`src/rtl/axi_rd_arbiter.sv`:
```
// Purpose : two-requester AXI4 read arbiter; round-robin AR grant with the
//           requester index prepended to ARID, R beats routed back on the ID MSB,
//           and a per-requester cap on in-flight bursts.
// Latency : AR 1 cycle (s_arvalid -> m_arvalid); R path combinational, zero latency.
// Backpr. : m_arready stalls the held AR in ISSUE (no new grants meanwhile);
//           s_rready of the addressed requester drives m_rready directly.
// Ports   : clk/rst_n; s_ar* (2 requesters, requester 0 in low slices), s_r* (broadcast
//           payload, routed valid); m_ar* (registered request), m_r* (shared return).
module axi_rd_arbiter #(
  parameter int ID_WIDTH        = 7,
  parameter int ADDR_WIDTH      = 64,
  parameter int DATA_WIDTH      = 512,
  parameter int MAX_OUTSTANDING = 4
) (
  input  logic                    clk,
  input  logic                    rst_n,
  // requester-side AR
  input  logic [2*ID_WIDTH-1:0]   s_arid,
  input  logic [2*ADDR_WIDTH-1:0] s_araddr,
  input  logic [15:0]             s_arlen,
  input  logic [5:0]              s_arsize,
  input  logic [3:0]              s_arburst,
  input  logic [1:0]              s_arvalid,
  output logic [1:0]              s_arready,
  // requester-side R
  output logic [2*ID_WIDTH-1:0]   s_rid,
  output logic [2*DATA_WIDTH-1:0] s_rdata,
  output logic [3:0]              s_rresp,
  output logic [1:0]              s_rlast,
  output logic [1:0]              s_rvalid,
  input  logic [1:0]              s_rready,
  // master-side AR
  output logic [ID_WIDTH:0]       m_arid,
  output logic [ADDR_WIDTH-1:0]   m_araddr,
  output logic [7:0]              m_arlen,
  output logic [2:0]              m_arsize,
  output logic [1:0]              m_arburst,
  output logic                    m_arvalid,
  input  logic                    m_arready,
  // master-side R
  input  logic [ID_WIDTH:0]       m_rid,
  input  logic [DATA_WIDTH-1:0]   m_rdata,
  input  logic [1:0]              m_rresp,
  input  logic                    m_rlast,
  input  logic                    m_rvalid,
  output logic                    m_rready
);

  typedef enum logic {
    ST_IDLE  = 1'b0,
    ST_ISSUE = 1'b1
  } state_t;

  localparam logic [3:0] CNT_MAX = 4'(MAX_OUTSTANDING);

  state_t                r_state;
  logic                  r_ptr;      // requester holding priority next grant
  logic [3:0]            r_cnt0;
  logic [3:0]            r_cnt1;
  logic [ID_WIDTH:0]     r_arid;
  logic [ADDR_WIDTH-1:0] r_araddr;
  logic [7:0]            r_arlen;
  logic [2:0]            r_arsize;
  logic [1:0]            r_arburst;
  logic                  r_arvalid;

  logic [1:0]            w_elig;
  logic                  w_grant_vld;
  logic                  w_grant_idx;
  logic [ID_WIDTH-1:0]   w_arid;
  logic [ADDR_WIDTH-1:0] w_araddr;
  logic [7:0]            w_arlen;
  logic [2:0]            w_arsize;
  logic [1:0]            w_arburst;
  logic                  w_sel;
  logic                  w_rdone;
  logic [1:0]            w_inc;
  logic [1:0]            w_dec;

  // Grants only happen from IDLE, which caps AR issue at one per two cycles.
  assign w_elig[0]   = s_arvalid[0] && (r_cnt0 < CNT_MAX);
  assign w_elig[1]   = s_arvalid[1] && (r_cnt1 < CNT_MAX);
  assign w_grant_vld = (r_state == ST_IDLE) && (|w_elig);
  assign w_grant_idx = w_elig[r_ptr] ? r_ptr : ~r_ptr;

  assign s_arready = w_grant_vld ? (w_grant_idx ? 2'b10 : 2'b01) : 2'b00;

  assign w_arid    = w_grant_idx ? s_arid[2*ID_WIDTH-1:ID_WIDTH]       : s_arid[ID_WIDTH-1:0];
  assign w_araddr  = w_grant_idx ? s_araddr[2*ADDR_WIDTH-1:ADDR_WIDTH] : s_araddr[ADDR_WIDTH-1:0];
  assign w_arlen   = w_grant_idx ? s_arlen[15:8]   : s_arlen[7:0];
  assign w_arsize  = w_grant_idx ? s_arsize[5:3]   : s_arsize[2:0];
  assign w_arburst = w_grant_idx ? s_arburst[3:2]  : s_arburst[1:0];

  // R routing: the prefix bit picks the requester; payload is broadcast.
  assign w_sel    = m_rid[ID_WIDTH];
  assign s_rvalid = w_sel ? {m_rvalid, 1'b0} : {1'b0, m_rvalid};
  assign m_rready = s_rready[w_sel];
  assign s_rid    = {2{m_rid[ID_WIDTH-1:0]}};
  assign s_rdata  = {2{m_rdata}};
  assign s_rresp  = {2{m_rresp}};
  assign s_rlast  = {2{m_rlast}};

  // A burst retires on its last accepted beat.
  assign w_rdone  = m_rvalid & m_rready & m_rlast;
  assign w_inc[0] = w_grant_vld & ~w_grant_idx;
  assign w_inc[1] = w_grant_vld &  w_grant_idx;
  assign w_dec[0] = w_rdone & ~w_sel;
  assign w_dec[1] = w_rdone &  w_sel;

  // Simultaneous inc/dec cancel; a stray decrement at zero saturates.
  function automatic logic [3:0] cnt_next(input logic [3:0] c, input logic inc, input logic dec);
    logic [3:0] n;
    n = c;
    if (inc && !dec)      n = c + 4'd1;
    else if (dec && !inc) n = (c == 4'd0) ? 4'd0 : c - 4'd1;
    return n;
  endfunction

  always_ff @(posedge clk or negedge rst_n) begin
    if (!rst_n) begin
      r_state   <= ST_IDLE;
      r_ptr     <= 1'b0;
      r_cnt0    <= 4'd0;
      r_cnt1    <= 4'd0;
      r_arid    <= '0;
      r_araddr  <= '0;
      r_arlen   <= '0;
      r_arsize  <= '0;
      r_arburst <= '0;
      r_arvalid <= 1'b0;
    end else begin
      r_cnt0 <= cnt_next(r_cnt0, w_inc[0], w_dec[0]);
      r_cnt1 <= cnt_next(r_cnt1, w_inc[1], w_dec[1]);
      case (r_state)
        ST_IDLE: begin
          if (w_grant_vld) begin
            r_arid    <= {w_grant_idx, w_arid};
            r_araddr  <= w_araddr;
            r_arlen   <= w_arlen;
            r_arsize  <= w_arsize;
            r_arburst <= w_arburst;
            r_arvalid <= 1'b1;
            r_ptr     <= ~w_grant_idx;
            r_state   <= ST_ISSUE;
          end
        end
        ST_ISSUE: begin
          if (m_arready) begin
            r_arvalid <= 1'b0;
            r_state   <= ST_IDLE;
          end
        end
        default: r_state <= ST_IDLE;
      endcase
    end
  end

  assign m_arid    = r_arid;
  assign m_araddr  = r_araddr;
  assign m_arlen   = r_arlen;
  assign m_arsize  = r_arsize;
  assign m_arburst = r_arburst;
  assign m_arvalid = r_arvalid;

`ifndef SYNTHESIS
  // An rlast with no burst in flight means the downstream and this block disagree.
  always @(posedge clk) begin
    if (rst_n) begin
      assert (!(w_dec[0] && !w_inc[0] && r_cnt0 == 4'd0))
        else $error("axi_rd_arbiter: rlast for requester 0 with nothing outstanding");
      assert (!(w_dec[1] && !w_inc[1] && r_cnt1 == 4'd0))
        else $error("axi_rd_arbiter: rlast for requester 1 with nothing outstanding");
    end
  end
`endif

endmodule

```
`config.mk`:
```
export PLATFORM = sky130hd
export DESIGN_NAME = axi_rd_arbiter
export DESIGN_NICKNAME = d
export VERILOG_FILES = /design/src/rtl/axi_rd_arbiter.sv
export SDC_FILE = /design/constraint.sdc
export NUM_CORES = 1
export LEC_CHECK = 0
export BUFFER_PORTS_ARGS = -buffer_cell sky130_fd_sc_hd__buf_4
export CORE_AREA = 2 2 719 721
export DETAILED_ROUTE_END_ITERATION = 7
export DIE_AREA = 0 0 721 723
export GPL_TIMING_DRIVEN = 1
export PLACE_DENSITY = 0.3
export SYNTH_ARGS = -nofsm -noshare
export SYNTH_HDL_FRONTEND = slang
export SYNTH_SLANG_ARGS = --single-unit
```
`constraint.sdc`:
```
create_clock -name clk -period 3 [get_ports clk]
set_input_delay 0.3 -clock clk [delete_from_list [all_inputs] [get_ports clk]]
set_output_delay 0.3 -clock clk [all_outputs]
set_load 0.1 [all_outputs]
```
==> results.cfg <==
[synth]
netlist_instances = 1421
synth_nets = 2127
ys_warn_count = 0
synthFlopType = dfrtp_1
synth_edf_count = 0
syn_avg_cell_area_sq_um = 8.78
synth-async-reset-ratio_pct = 100
netlist_area_sq_um = 12500
synth_cell_type_count = 36
yosysSeqAreaShare_pct = 19.3
synth-seq-cells = 96

[power_and_ir_drop]
worst_ir_drop_vdd_mv = 0.628
p_clk_share_pct = 14.1
seq_power_share_pct = 18.9
power_frac_comb_pct = 67.1
power.switching_mw = 7.09
internal_power_mw = 5.43
p_sw_share_pct = 56.6
powerDensity_nw_per_um2 = 728
finalPower_mw = 12.5
leakage_nw = 4.21

[final_layout]
regArea_sq_um = 2400
syn_to_final_growth_pct = 37.8
final_nets = 1501
multiInputGateArea_sq_um = 2030
final_layout_size_suffix_gt1_share_pct = 37.8
num-fill-cells = 61200

[worst_setup_path]
timing.rr.end = m_araddr[36]
reg2reg_slack_ps = 220
r2r_cells = 5
crit_required_ps = 3430
critPathMaxFanout = 43
arrival_ps = 3210
end_kind = flop
r2r_start = r_cnt0[3]
critPathLaunchType = flop
critical_path_class = reg2reg

[clock_tree]
clock_latency_ps = 550
tritoncts = yes
cts_buffer_depth = 3
clock_sinks = 96
cts_root_buf = clkbuf_16
clkTransAtPathRegs_ps = 120
post_cts_buffers = 0
cts_max_level = 3
cts_buffers = 13

[global_routing]
grt_pass1_wl_microns = 309000
use_met3_pct = 18.8
use_met2_pct = 16.0
overflow = 0
grt_pass1_vias = 8107
grt.met1_usage_pct = 4.87
grt.total_usage_pct = 10.6
grt.busiest_layer = met3
grt_start_max_net_pins = 87
antenna_found_initial = 23

[sta]
rsz0062_at_grt = no
slew_headroom_pct = 46.3
setup_violations = 0
drv_slew = 0
fmax_mhz = 360
final.setup.tns_ps = 0
timing.final.crit_share_pct = 92.7
tightest_slew_ps = 805
setup_ws_ps = 219
fin_worst_skew_ps = 60.5
hold_viol_final = 0
min_period_ps = 2780

[drt]
first_iter_violations = 867
finalWirelength_microns = 290000
first_pass_iters = 5
drc = 0
viasPerCell = 1.17
post_drt_wl_per_cell_microns = 38.2
routed-via-count = 8853
postRouteAntennaNets = 0

[status]
run_status = finished clean

[placement]
place.gp.congestion = 0.705
io_buffers = 270
place_ws_ps = 631
dpl.hpwl_microns = 265000

[die]
start_util_pct = 2.42
fp.dieW_microns = 721
die_height_microns = 723
ios = 1834
rows = 264
fp.dieArea_sq_um = 521000
core_area_sq_um = 515000

[worst_hold_path]
min_to = m_araddr[46]
hp-class = in2reg
worstHoldPathCells = 2
min_from = s_araddr[110]

[run]
drv_cap = 0
cell usage in the layout (no fill, tap or decap), types with 4 or more instances in the layout:
cell           Yosys  layout
nor3_1             4       4
inv_1              4       4
ha_1               7       7
buf_4           1050     270
dlygate4sd3_1      0     166
clkbuf_16          0      14
a221o_1           85      85
nor3b_1           84      84
a22oi_1            4       4
nor2_1             9       9
dfrtp_1           96      96
a21oi_1            4       4
diode_2            0      12
nor2b_1            5       5
cell families (layout without fill, tap and decap cells):
| group | after synthesis | count (layout) | share of synthesized area (%) |
|---|---|---|---|
| AOI/OAI and AO/OA | 110 | 110 | 8.32 |
| adders and majority gates | 7 | 7 | 0.702 |
| buffers and inverters | 1089 | 464 | 64.6 |
| DFF | 96 | 96 | 19.3 |
| muxes | 5 | 5 | 0.421 |
| other | 0 | 12 | 0 |
| and+or+nand+nor | 114 | 114 | 6.71 |
stage by stage:
stage	instances	hold WS [ps]	utilization, %	cell area, sq um
floorplan	1421	4.41	-	12500
global placement	7395	351	2.93	15100
detailed placement	7395	356	2.93	15100
CTS	7578	0.545	3.33	17200
global route	7580	22.9	3.33	17200
finish	7591	44.1	3.34	17200
synthesized netlist by cell type (3+ instances only):
cell type | count | share of area, %
a211oi_1 | 3 | 0.18
a21oi_1 | 4 | 0.16
a221o_1 | 85 | 6.8
a22oi_1 | 4 | 0.24
buf_2 | 24 | 0.96
buf_4 | 1050 | 63
clkbuf_1 | 11 | 0.33
dfrtp_1 | 96 | 19
ha_1 | 7 | 0.70
inv_1 | 4 | 0.12
mux2i_1 | 3 | 0.24
nor2_1 | 9 | 0.27
nor2b_1 | 5 | 0.25
nor3_1 | 4 | 0.16
nor3b_1 | 84 | 5.1
worst max-delay path by stage:
stage / start / endpoint / slack, ps / depth (start not counted)
after CTS: r_cnt0[2] / s_arready[0] / 10 / 4
after global placement: r_cnt0[3] / s_arready[0] / 630 / 4
final: r_cnt0[3] / m_araddr[36] / 220 / 5
after global routing: r_cnt0[2] / s_arready[0] / 30 / 4
after floorplan: r_cnt0[3] / r_cnt0[3] / 200 / 9
after detailed placement: r_cnt1[3] / s_arready[1] / 630 / 4
routing by layer:
layer | wire length, microns | vias to the layer above
met5 | 3090 | -
met4 | 7850 | 49
met3 | 107000 | 230
met2 | 124000 | 2614
met1 | 48000 | 3599
li1 | - | 2361
registers in the layout, indices dropped and copies added, names as in the netlist:
| name | flops |
|---|---|
| m_araddr | 64 |
| r_ptr | 1 |
| m_arsize | 3 |
| m_arlen | 8 |
| r_state | 1 |
| r_cnt0 | 4 |
| m_arvalid | 1 |
| m_arburst | 2 |
| r_cnt1 | 4 |
| m_arid | 8 |
power by group through the flow:
| stage | logic, mW | registers, mW | clock network, mW |
|---|---|---|---|
| after detailed placement | 7.43 | 2.41 | 0 |
| after global placement | 7.39 | 2.38 | 0 |
| after floorplan | 8.04 | 6.16 | 0 |
| final | 8.40 | 2.36 | 1.76 |
| after CTS | 8.52 | 2.38 | 1.95 |
| after global routing | 8.88 | 2.45 | 1.96 |
what timing repair did:
item                                    4_1_cts  5_1_grt
endpoints found under the setup margin        2        1
hold endpoints to repair                    138        0
hold buffers                                166        0
gates cloned                                  1        1
resized for setup                             2        1
critical path: stages (launching register included):
cell and delay [ps]:
dfrtp_1 480, nor4b_4 370, a21boi_4 340, buf_6 630, a221o_1 270, dlygate4sd3_1 550
cell type report:
class                      count  share of cell area, %
antenna                       12                  0.175
clock inverter                 3                  0.247
inverter                       4                 0.0873
multi-input combinational    236                   11.8
sequential                    96                   14.0
tap                         6783                   49.4
timing repair buffer         444                   22.4
clock buffer                  13                   1.89
No activity file was read; power rests on OpenSTA's default activity.
